`src/rtl/bcd_sub_serial_if.sv`:
```
// bcd_sub_serial_if
//   Handshake and operand/result bundle for the digit-serial BCD subtractor.
//   master : control side, drives start/a/b/bin and observes the results
//   slave  : subtractor side, drives busy/done/diff/bout/err
// Signals
//   start  request, sampled only while the subtractor is idle
//   a, b   packed BCD minuend / subtrahend, digit 0 in [3:0]
//   bin    borrow-in into digit 0
//   busy   high while digits are being processed
//   done   one-cycle pulse, diff/bout/err valid
//   diff   packed BCD result
//   bout   borrow-out of the top digit (1 = negative, diff is the 10^DIGITS complement)
//   err    some operand digit was > 9 in the accepted request
interface bcd_sub_serial_if #(
  parameter int DIGITS = 4
);
  logic                  start;
  logic [4*DIGITS-1:0]   a;
  logic [4*DIGITS-1:0]   b;
  logic                  bin;
  logic                  busy;
  logic                  done;
  logic [4*DIGITS-1:0]   diff;
  logic                  bout;
  logic                  err;

  modport master (
    output start, a, b, bin,
    input  busy, done, diff, bout, err
  );

  modport slave (
    input  start, a, b, bin,
    output busy, done, diff, bout, err
  );
endinterface

```
`src/rtl/bcd_sub_serial.sv`:
```
// bcd_sub_serial
//   Multi-digit BCD subtractor, one digit per clock, least significant digit
//   first, with the borrow carried between digits in a register. Computes
//   A - B - bin; the result is held until the next accepted start.
// Ports
//   clk  rising-edge clock
//   rst  synchronous reset, active-high
//   bus  bcd_sub_serial_if slave modport (start/a/b/bin in, busy/done/diff/bout/err out)
//
// state | meaning
// ------+--------------------------------------------------------------
// IDLE  | waiting for start; previous result held
// RUN   | one digit processed per clock, DIGITS clocks total
// DONE  | done pulse for one cycle; start ignored
module bcd_sub_serial #(
  parameter int DIGITS = 4
) (
  input  logic                 clk,
  input  logic                 rst,
  bcd_sub_serial_if.slave      bus
);

  localparam int W  = 4 * DIGITS;
  localparam int IW = (DIGITS > 1) ? $clog2(DIGITS) : 1;
  localparam logic [IW-1:0] LAST_IDX = IW'(DIGITS - 1);

  typedef enum logic [1:0] {
    IDLE = 2'd0,
    RUN  = 2'd1,
    DONE = 2'd2
  } state_t;

  state_t state, state_nxt;

  logic [W-1:0]  a_lat;
  logic [W-1:0]  b_lat;
  logic          borrow;
  logic [IW-1:0] idx;
  logic [W-1:0]  diff_q;
  logic          bout_q;
  logic          err_q;

  logic          accept;
  logic          last_digit;
  logic          in_err;
  logic [3:0]    a_dig;
  logic [3:0]    b_dig;
  logic [5:0]    t;
  logic [5:0]    t_adj;
  logic [3:0]    d_dig;
  logic          t_neg;

  assign accept     = (state == IDLE) && bus.start;
  assign last_digit = (idx == LAST_IDX);

  always_ff @(posedge clk) begin
    if (rst) state <= IDLE;
    else     state <= state_nxt;
  end

  always_comb begin
    state_nxt = state;
    case (state)
      IDLE:    if (bus.start) state_nxt = RUN;
      RUN:     if (last_digit) state_nxt = DONE;
      DONE:    state_nxt = IDLE;
      default: state_nxt = IDLE;
    endcase
  end

  // Any operand digit outside 0..9 flags the whole request.
  always_comb begin
    in_err = 1'b0;
    for (int i = 0; i < DIGITS; i++) begin
      if (bus.a[4*i +: 4] > 4'd9) in_err = 1'b1;
      if (bus.b[4*i +: 4] > 4'd9) in_err = 1'b1;
    end
  end

  // 6-bit two's complement holds the full range -16..15 of a_i - b_i - borrow.
  always_comb begin
    a_dig = a_lat[4*idx +: 4];
    b_dig = b_lat[4*idx +: 4];
    t     = {2'b00, a_dig} - {2'b00, b_dig} - {5'b00000, borrow};
    t_neg = t[5];
    t_adj = t + 6'd10;
    d_dig = t_neg ? t_adj[3:0] : t[3:0];
  end

  always_ff @(posedge clk) begin
    if (rst) begin
      a_lat  <= '0;
      b_lat  <= '0;
      borrow <= 1'b0;
      idx    <= '0;
      diff_q <= '0;
      bout_q <= 1'b0;
      err_q  <= 1'b0;
    end else if (accept) begin
      a_lat  <= bus.a;
      b_lat  <= bus.b;
      borrow <= bus.bin;
      idx    <= '0;
      diff_q <= '0;
      bout_q <= 1'b0;
      err_q  <= in_err;
    end else if (state == RUN) begin
      diff_q[4*idx +: 4] <= d_dig;
      borrow             <= t_neg;
      idx                <= idx + 1'b1;
      if (last_digit) begin
        // Invalid operands still take the full latency but report a zero result.
        if (err_q) begin
          diff_q <= '0;
          bout_q <= 1'b0;
        end else begin
          bout_q <= t_neg;
        end
      end
    end
  end

  assign bus.busy = (state == RUN);
  assign bus.done = (state == DONE);
  assign bus.diff = diff_q;
  assign bus.bout = bout_q;
  assign bus.err  = err_q;

endmodule

```
`src/flat_wrapper.sv`:
```
// flat-port wrapper written by rule: the top's interface ports become plain ports
module bcd_sub_serial_flat 
#(
  parameter int DIGITS = 4
)
  (clk, rst, bus_start, bus_a, bus_b, bus_bin, bus_busy, bus_done, bus_diff, bus_bout, bus_err);
  bcd_sub_serial_if #(.DIGITS(DIGITS)) bus_i ();
  input  logic clk;
  input  logic rst;
  input wire logic [$bits(bus_i.start)-1:0] bus_start;
  input wire logic [$bits(bus_i.a)-1:0] bus_a;
  input wire logic [$bits(bus_i.b)-1:0] bus_b;
  input wire logic [$bits(bus_i.bin)-1:0] bus_bin;
  output wire logic [$bits(bus_i.busy)-1:0] bus_busy;
  output wire logic [$bits(bus_i.done)-1:0] bus_done;
  output wire logic [$bits(bus_i.diff)-1:0] bus_diff;
  output wire logic [$bits(bus_i.bout)-1:0] bus_bout;
  output wire logic [$bits(bus_i.err)-1:0] bus_err;
  assign bus_i.start = bus_start;
  assign bus_i.a = bus_a;
  assign bus_i.b = bus_b;
  assign bus_i.bin = bus_bin;
  assign bus_busy = bus_i.busy;
  assign bus_done = bus_i.done;
  assign bus_diff = bus_i.diff;
  assign bus_bout = bus_i.bout;
  assign bus_err = bus_i.err;
  bcd_sub_serial #(.DIGITS(DIGITS)) u_core (.clk(clk), .rst(rst), .bus(bus_i));
endmodule
```
`config.mk`:
```
export PLATFORM = sky130hd
export DESIGN_NAME = bcd_sub_serial_flat
export DESIGN_NICKNAME = d
export VERILOG_FILES = /design/src/rtl/bcd_sub_serial_if.sv /design/src/rtl/bcd_sub_serial.sv /design/src/flat_wrapper.sv
export SDC_FILE = /design/constraint.sdc
export NUM_CORES = 1
export LEC_CHECK = 0
export CAP_MARGIN = 10
export CORE_ASPECT_RATIO = 1.2
export CORE_UTILIZATION = 40
export CTS_CLUSTER_SIZE = 20
export DETAILED_ROUTE_END_ITERATION = 10
export GPL_ROUTABILITY_DRIVEN = 0
export PLACE_DENSITY = 0.67
export SLEW_MARGIN = 20
export SYNTH_ARGS = -nofsm -noshare
export SYNTH_HDL_FRONTEND = slang
export SYNTH_SLANG_ARGS = --single-unit
```
`constraint.sdc`:
```
create_clock -name clk -period 3.7 [get_ports clk]
set_clock_uncertainty 0.2 [all_clocks]
set_input_delay 0.74 -clock clk [delete_from_list [all_inputs] [get_ports clk]]
set_output_delay 0.74 -clock clk [all_outputs]
set_load 0.05 [all_outputs]
```
-- Word level (Yosys, flattened, before mapping)
Index checks and enable logic that the tools add are counted.
- register bits after elaboration: 55
- word-level logic and storage cells: 54
- input bits: 36
- equality and inequality tests: 5
- $lt $le $gt $ge: 8
- reduce and logical (&&, ||, !) cells: 6
- shift operators: 4
- add/sub/neg operators: 5
- multiplexer cells: 18
- operators with widths (operator ; number):
    negation 4 -> 34 bit ; 1
    variable shift 4 x 34 -> 16 bit, first input constant ; 1
    indexed part select 4 x 34 -> 16 bit ; 1
    > comparator 4 bit, second input constant ; 8
    two-way mux 16 bit ; 2
    indexed part select 16 x 5 -> 4 bit ; 2
    bitwise mux 16 bit ; 1
    two-way mux 1 bit ; 11
    subtractor 6 x 1 -> 6 bit ; 1
    subtractor 4 x 4 -> 5 bit ; 1
    adder 4 bit, second input constant ; 1
    equality test 2 bit, second input constant ; 2
    two-way mux 2 bit ; 2
    two-way mux 4 bit ; 1
    one-hot mux 2 bit (2 select lines) ; 1
    AND reduction 2 bit ; 2
    adder 2 x 1 -> 2 bit, second input constant ; 1
    equality test 2 x 1 -> 1 bit, second input constant ; 1
    zero test 2 bit ; 1
    inequality test 2 x 1 -> 1 bit, second input constant ; 1
    inequality test 2 bit, second input constant ; 1
    nonzero test 2 bit ; 1
    OR reduction 2 bit ; 1
    logical AND 1 bit ; 1

-- Logic depth before layout (Yosys ltp)
- depth after elaboration: 9
- gate-level depth with buffers: 15
- gate-level depth less buffers: 14

-- Least setup slack after synthesis
OpenSTA, ideal clock, no wires.
- kind: reg2reg
- start: register u_core.idx[0]
- end: register u_core.diff_q[11] (netlist: u_core.bus.diff[11])
- data arrival time: 3389 ps
- period minus slack after synthesis: 3706 ps
- stages on the path, launching flop included: 16
- path slack: -6 ps
- cells stage by stage: dfxtp_1 -> buf_2 -> mux4_2 -> inv_1 -> ha_1 -> inv_1 -> fa_1 -> inv_1 -> ha_1 -> xnor2_1 -> inv_1 -> ha_1 -> nor4_4 -> xnor2_1 -> mux2i_2 -> a22o_1
- longest elaborated chain between the ends: 9
- elaborated cells between the ends (all ways): 13
- those cells by class: add/sub: 4; eq/ne: 1; shift: 4; mux: 4
- ends and longest elaborated chain (item ; line ; text):
    start, declared ; bcd_sub_serial.sv:38 ; logic [IW-1:0] idx;
    start signal, assigned ; bcd_sub_serial.sv:110 ; idx <= idx + 1'b1;
    indexed part select 16 x 5 -> 4 bit, on equally long branches ; bcd_sub_serial.sv:82, bcd_sub_serial.sv:83 ;
    subtractor 4 x 4 -> 5 bit ; bcd_sub_serial.sv:84 ; t = {2'b00, a_dig} - {2'b00, b_dig} - {5'b00000, borrow};
    subtractor 6 x 1 -> 6 bit ; bcd_sub_serial.sv:84 ;
    adder 4 bit ; bcd_sub_serial.sv:86 ; t_adj = t + 6'd10;
    two-way mux 4 bit ; bcd_sub_serial.sv:87 ; d_dig = t_neg ? t_adj[3:0] : t[3:0];
    indexed part select 4 x 34 -> 16 bit ; bcd_sub_serial.sv:108 ; diff_q[4*idx +: 4] <= d_dig;
    bitwise mux 16 bit ; bcd_sub_serial.sv:108 ;
    two-way mux 16 bit ; bcd_sub_serial.sv:113 ; if (err_q) begin
    two-way mux 16 bit * ; bcd_sub_serial.sv:111 ; if (last_digit) begin
    end signal, assigned by index ; bcd_sub_serial.sv:108 ;
    end, declared ; bcd_sub_serial.sv:39 ; logic [W-1:0] diff_q;
Every way passes the cells marked *; elsewhere a longest branch is shown, timed or not.
A chain may end at the register's enable or synchronous reset.

-- Worst setup path in the final report
Same ends and word-level chain as after synthesis.

==> summary.md <==
| Metric | Value |
|---|---|
| Outcome | `complete, no violations` |
| Routed Antenna Nets | `0` |
| Max Clock Freq | `0.2919 GHz` |
| Port bufs | `55` |
| Layout cell share with drive strength beyond 1 | `9.610%` |
| Max-Cap Viols | `0` |
| Syn Nets | `377` |
| Hold slack final | `258.6 ps` |
| Synthesis-to-layout area growth | `28.42%` |
| Hold Crit Class | `flip-flop to flip-flop` |
| Grt ovf | `0` |
| Arrival time of the worst setup path | `3470 ps` |
| Clock sink total | `55` |
| Final Max Slew Viols | `0` |
| WS Path Type | `flip-flop to flip-flop` |
| Clk slew on worst S/H paths | `90 ps` |
| Fillers | `619` |
| NetSw | `0.4175 mW` |
| Main flop type after synthesis | `dfxtp_1` |
| Critical Path End Type | `flip-flop` |
| Fin Setup TNS | `0 ps` |
| Vias in the first global route | `2295` |
| Seq/Total Area, Yosys | `40.02%` |
| EDFF count, synth | `0` |
| Hpwl dp | `5016 µm` |
| Drt pass-1 iters | `4` |
| Pleak | `1.289 nW` |
| Reg power frac | `46.4%` |
| Core area | `6526 µm²` |
| Clk pwr share | `25.4%` |
| Nets | `434` |
| Post-Place Worst Slack | `13.57 ps` |
| Ys Warns | `0` |
| Crit-path cells | `mux4_2 -> inv_1 -> ha_2 -> inv_1 -> fa_1 -> inv_1 -> ha_1 -> xnor2_1 -> inv_1 -> ha_2 -> nor4_4 -> mux2i_1 -> mux2i_2 -> a22o_1` |
| Initial antenna violation count | `0` |
| Data required, critical path | `3750 ps` |
| Ys async rst share | `0%` |
| Sw frac | `30.19%` |
| Number of synthesized register bits | `55` |
| Mapped Area | `2751 µm²` |
| Kind of cell adding the most delay to the critical path | `adder cells` |
| RSZ-0062 raised after global routing | `false` |
| Pin count of the biggest net entering global routing | `36` |
| GRT Overall Usage | `18.50%` |
| CP max FO | `4` |
| Int Pwr | `0.9652 mW` |
| Top cell by count, worst path | `inv_1` |
| Chip height | `92.85 µm` |
| Vias per std cell | `5.251` |
| Iter 0 DRT Violations | `113` |
| Number of remaining DRC errors | `0` |
| ANT cells | `0` |
| Total CTS buffers | `5` |
| Max Root-Sink Buffers | `2` |
| Initial Util | `42.16%` |
| Clock latency on the worst-skew pair | `300 ps` |
| Worst Max-Slew Pin Slew | `685.0 ps` |
| Core Util, Final | `54.14%` |
| Die span in x | `77.71 µm` |
| Die ar. | `7215 µm²` |
| Slowest CP cell | `fa_1` |
| Worst setup margin | `273.7 ps` |
| Largest stage delay, worst path | `490 ps` |
| WL final | `6386 µm` |
| Netlist cell types | `42` |
| I/O pin count | `56` |
| CTS tree | `built` |
| WP buf/inv | `4` |
| PwrDens | `391.3 nW/µm²` |
| Setup Viol. Count Final | `0` |
| Root Driver | `clkbuf_8` |
| Post-synthesis cell count | `327` |
| Final hold vios | `0` |
| Slew HR | `54.34%` |
| Wire length per cell | `13.59 µm` |
| VDD IR max | `0.2016 mV` |
| Syn avg cell area | `8.414 µm²` |
| First-pass GRT wire length | `10640 µm` |
| Htree depth | `2` |
| Tcrit/Tclk final | `92.60%` |
| Via count | `2468` |
| Share of total power in combinational logic | `28.2%` |
| Minimum clock period | `3426 ps` |
| Num rows | `32` |
| CP Launch Type | `flip-flop` |
tightest hold or removal path, delay by kind of cell, from the launching register on:
kind / cells / cell delay, ps
AOI/OAI and AO/OA: 1 / 50
DFF: 1 / 320
and+or+nand+nor: 1 / 50
cells in the final DEF, fill, tap and decap left out, drive strengths merged, types with 3 or more instances in the layout:
cell           synthesis  final
xnor2                  3      3
o211ai                 8      8
o21ai                 17     17
ha                    13     13
nor2                  14     14
nor3                   6      6
dfxtp                 55     55
nor3b                  5      5
a21oi                 36     36
nand2                 87     87
and2                   7      7
inv                   12     12
a22oi                  3      3
a22o                   4      4
and3                   4      4
clkbuf                 6      8
clkdlybuf4s50          0     55
nand4                 10     10
mux4                   8      8
buf                    9     10
what timing repair did:
| item | 4_1_cts | 5_1_grt |
|---|---|---|
| pin swaps | 0 | 4 |
| endpoints found under the setup margin | 2 | 4 |
| buffers inserted | 0 | 2 |
| resized for setup | 1 | 4 |
| hold buffers | 0 | 0 |
registers in the layout, summed over array words and instances, names as in the netlist:
| name | flops |
|---|---|
| u_core.b_lat | 16 |
| u_core.state | 2 |
| u_core.a_lat | 16 |
| u_core.idx | 2 |
| u_core.bus.diff | 16 |
| u_core.bus.bout | 1 |
| u_core.borrow | 1 |
| u_core.bus.err | 1 |
area by class of cell:
| cell class | instances | area, µm² | share of cell area (%) |
|---|---|---|---|
| multi-input cells | 245 | 1550 | 43.87 |
| flip-flops and latches | 55 | 1106 | 31.30 |
| repair buffers | 65 | 625.6 | 17.71 |
| well taps | 85 | 106.4 | 3.010 |
| clock buffers | 8 | 100.1 | 2.833 |
| inverters | 12 | 45.04 | 1.275 |
per-stage QoR:
stage,std cells,area [µm²],power (mW)
after floorplan,327,2754,0.9125
after global placement,460,3408,1.027
after detailed placement,460,3408,1.034
after CTS,468,3510,1.386
after global routing,470,3533,1.464
final,470,3533,1.383
routing by layer:
layer  part of all wire, %  GRT usage, %
met3                   4.1         3.350
met4                   1.6         5.660
met5                     0             0
met1                    45         23.84
met2                    49         31.19
path summary, 6_finish.rpt:
kind                            depth (start not counted)                           from  slack, ps                          endpoint
worst min-delay path                                    2  u_core.b_lat[14]$_SDFFE_PP0P_        260     u_core.b_lat[14]$_SDFFE_PP0P_
worst min register to register                          2  u_core.b_lat[14]$_SDFFE_PP0P_        260     u_core.b_lat[14]$_SDFFE_PP0P_
worst max register to register                         14     u_core.idx[0]$_SDFFE_PP0P_        270  u_core.bus.diff[11]$_SDFFE_PP0P_
worst max-delay path                                   14     u_core.idx[0]$_SDFFE_PP0P_        270  u_core.bus.diff[11]$_SDFFE_PP0P_
cell usage after synthesis, types with 2 or more instances:
library cell / n / area [µm²]
a21oi_1: 36 / 180.2
a22o_1: 4 / 35.03
a22oi_1: 3 / 22.52
and2_1: 7 / 43.79
and3_1: 3 / 18.77
buf_2: 8 / 40.04
clkbuf_1: 6 / 22.52
dfxtp_1: 55 / 1101
ha_1: 13 / 162.7
inv_1: 12 / 45.04
mux4_2: 8 / 180.2
nand2_1: 87 / 326.6
nand4_1: 10 / 62.56
nor2_1: 13 / 48.80
nor2b_1: 2 / 12.51
nor3_1: 6 / 30.03
nor3b_1: 4 / 30.03
o211ai_1: 8 / 60.06
o21a_1: 2 / 15.01
o21ai_0: 16 / 80.08
xnor2_1: 3 / 26.28
power by group through the flow:
stage,clock network (mW),registers [mW],logic [mW]
floorplan,0,0.668,0.245
global placement,0,0.656,0.370
detailed placement,0,0.656,0.378
CTS,0.365,0.642,0.379
global route,0.387,0.646,0.431
finish,0.351,0.642,0.390
cell families after synthesis:
| kind of cell | count (synthesis) | synth area share (%) |
|---|---|---|
| and+or+nand+nor | 145 | 25.56 |
| DFF | 55 | 40.02 |
| adders and majority gates | 14 | 6.640 |
| xor gates and xnor gates | 4 | 1.274 |
| muxes | 10 | 7.412 |
| buffers and inverters | 27 | 4.047 |
| AOI/OAI and AO/OA | 72 | 15.05 |
No activity file was read; power rests on OpenSTA's default activity.
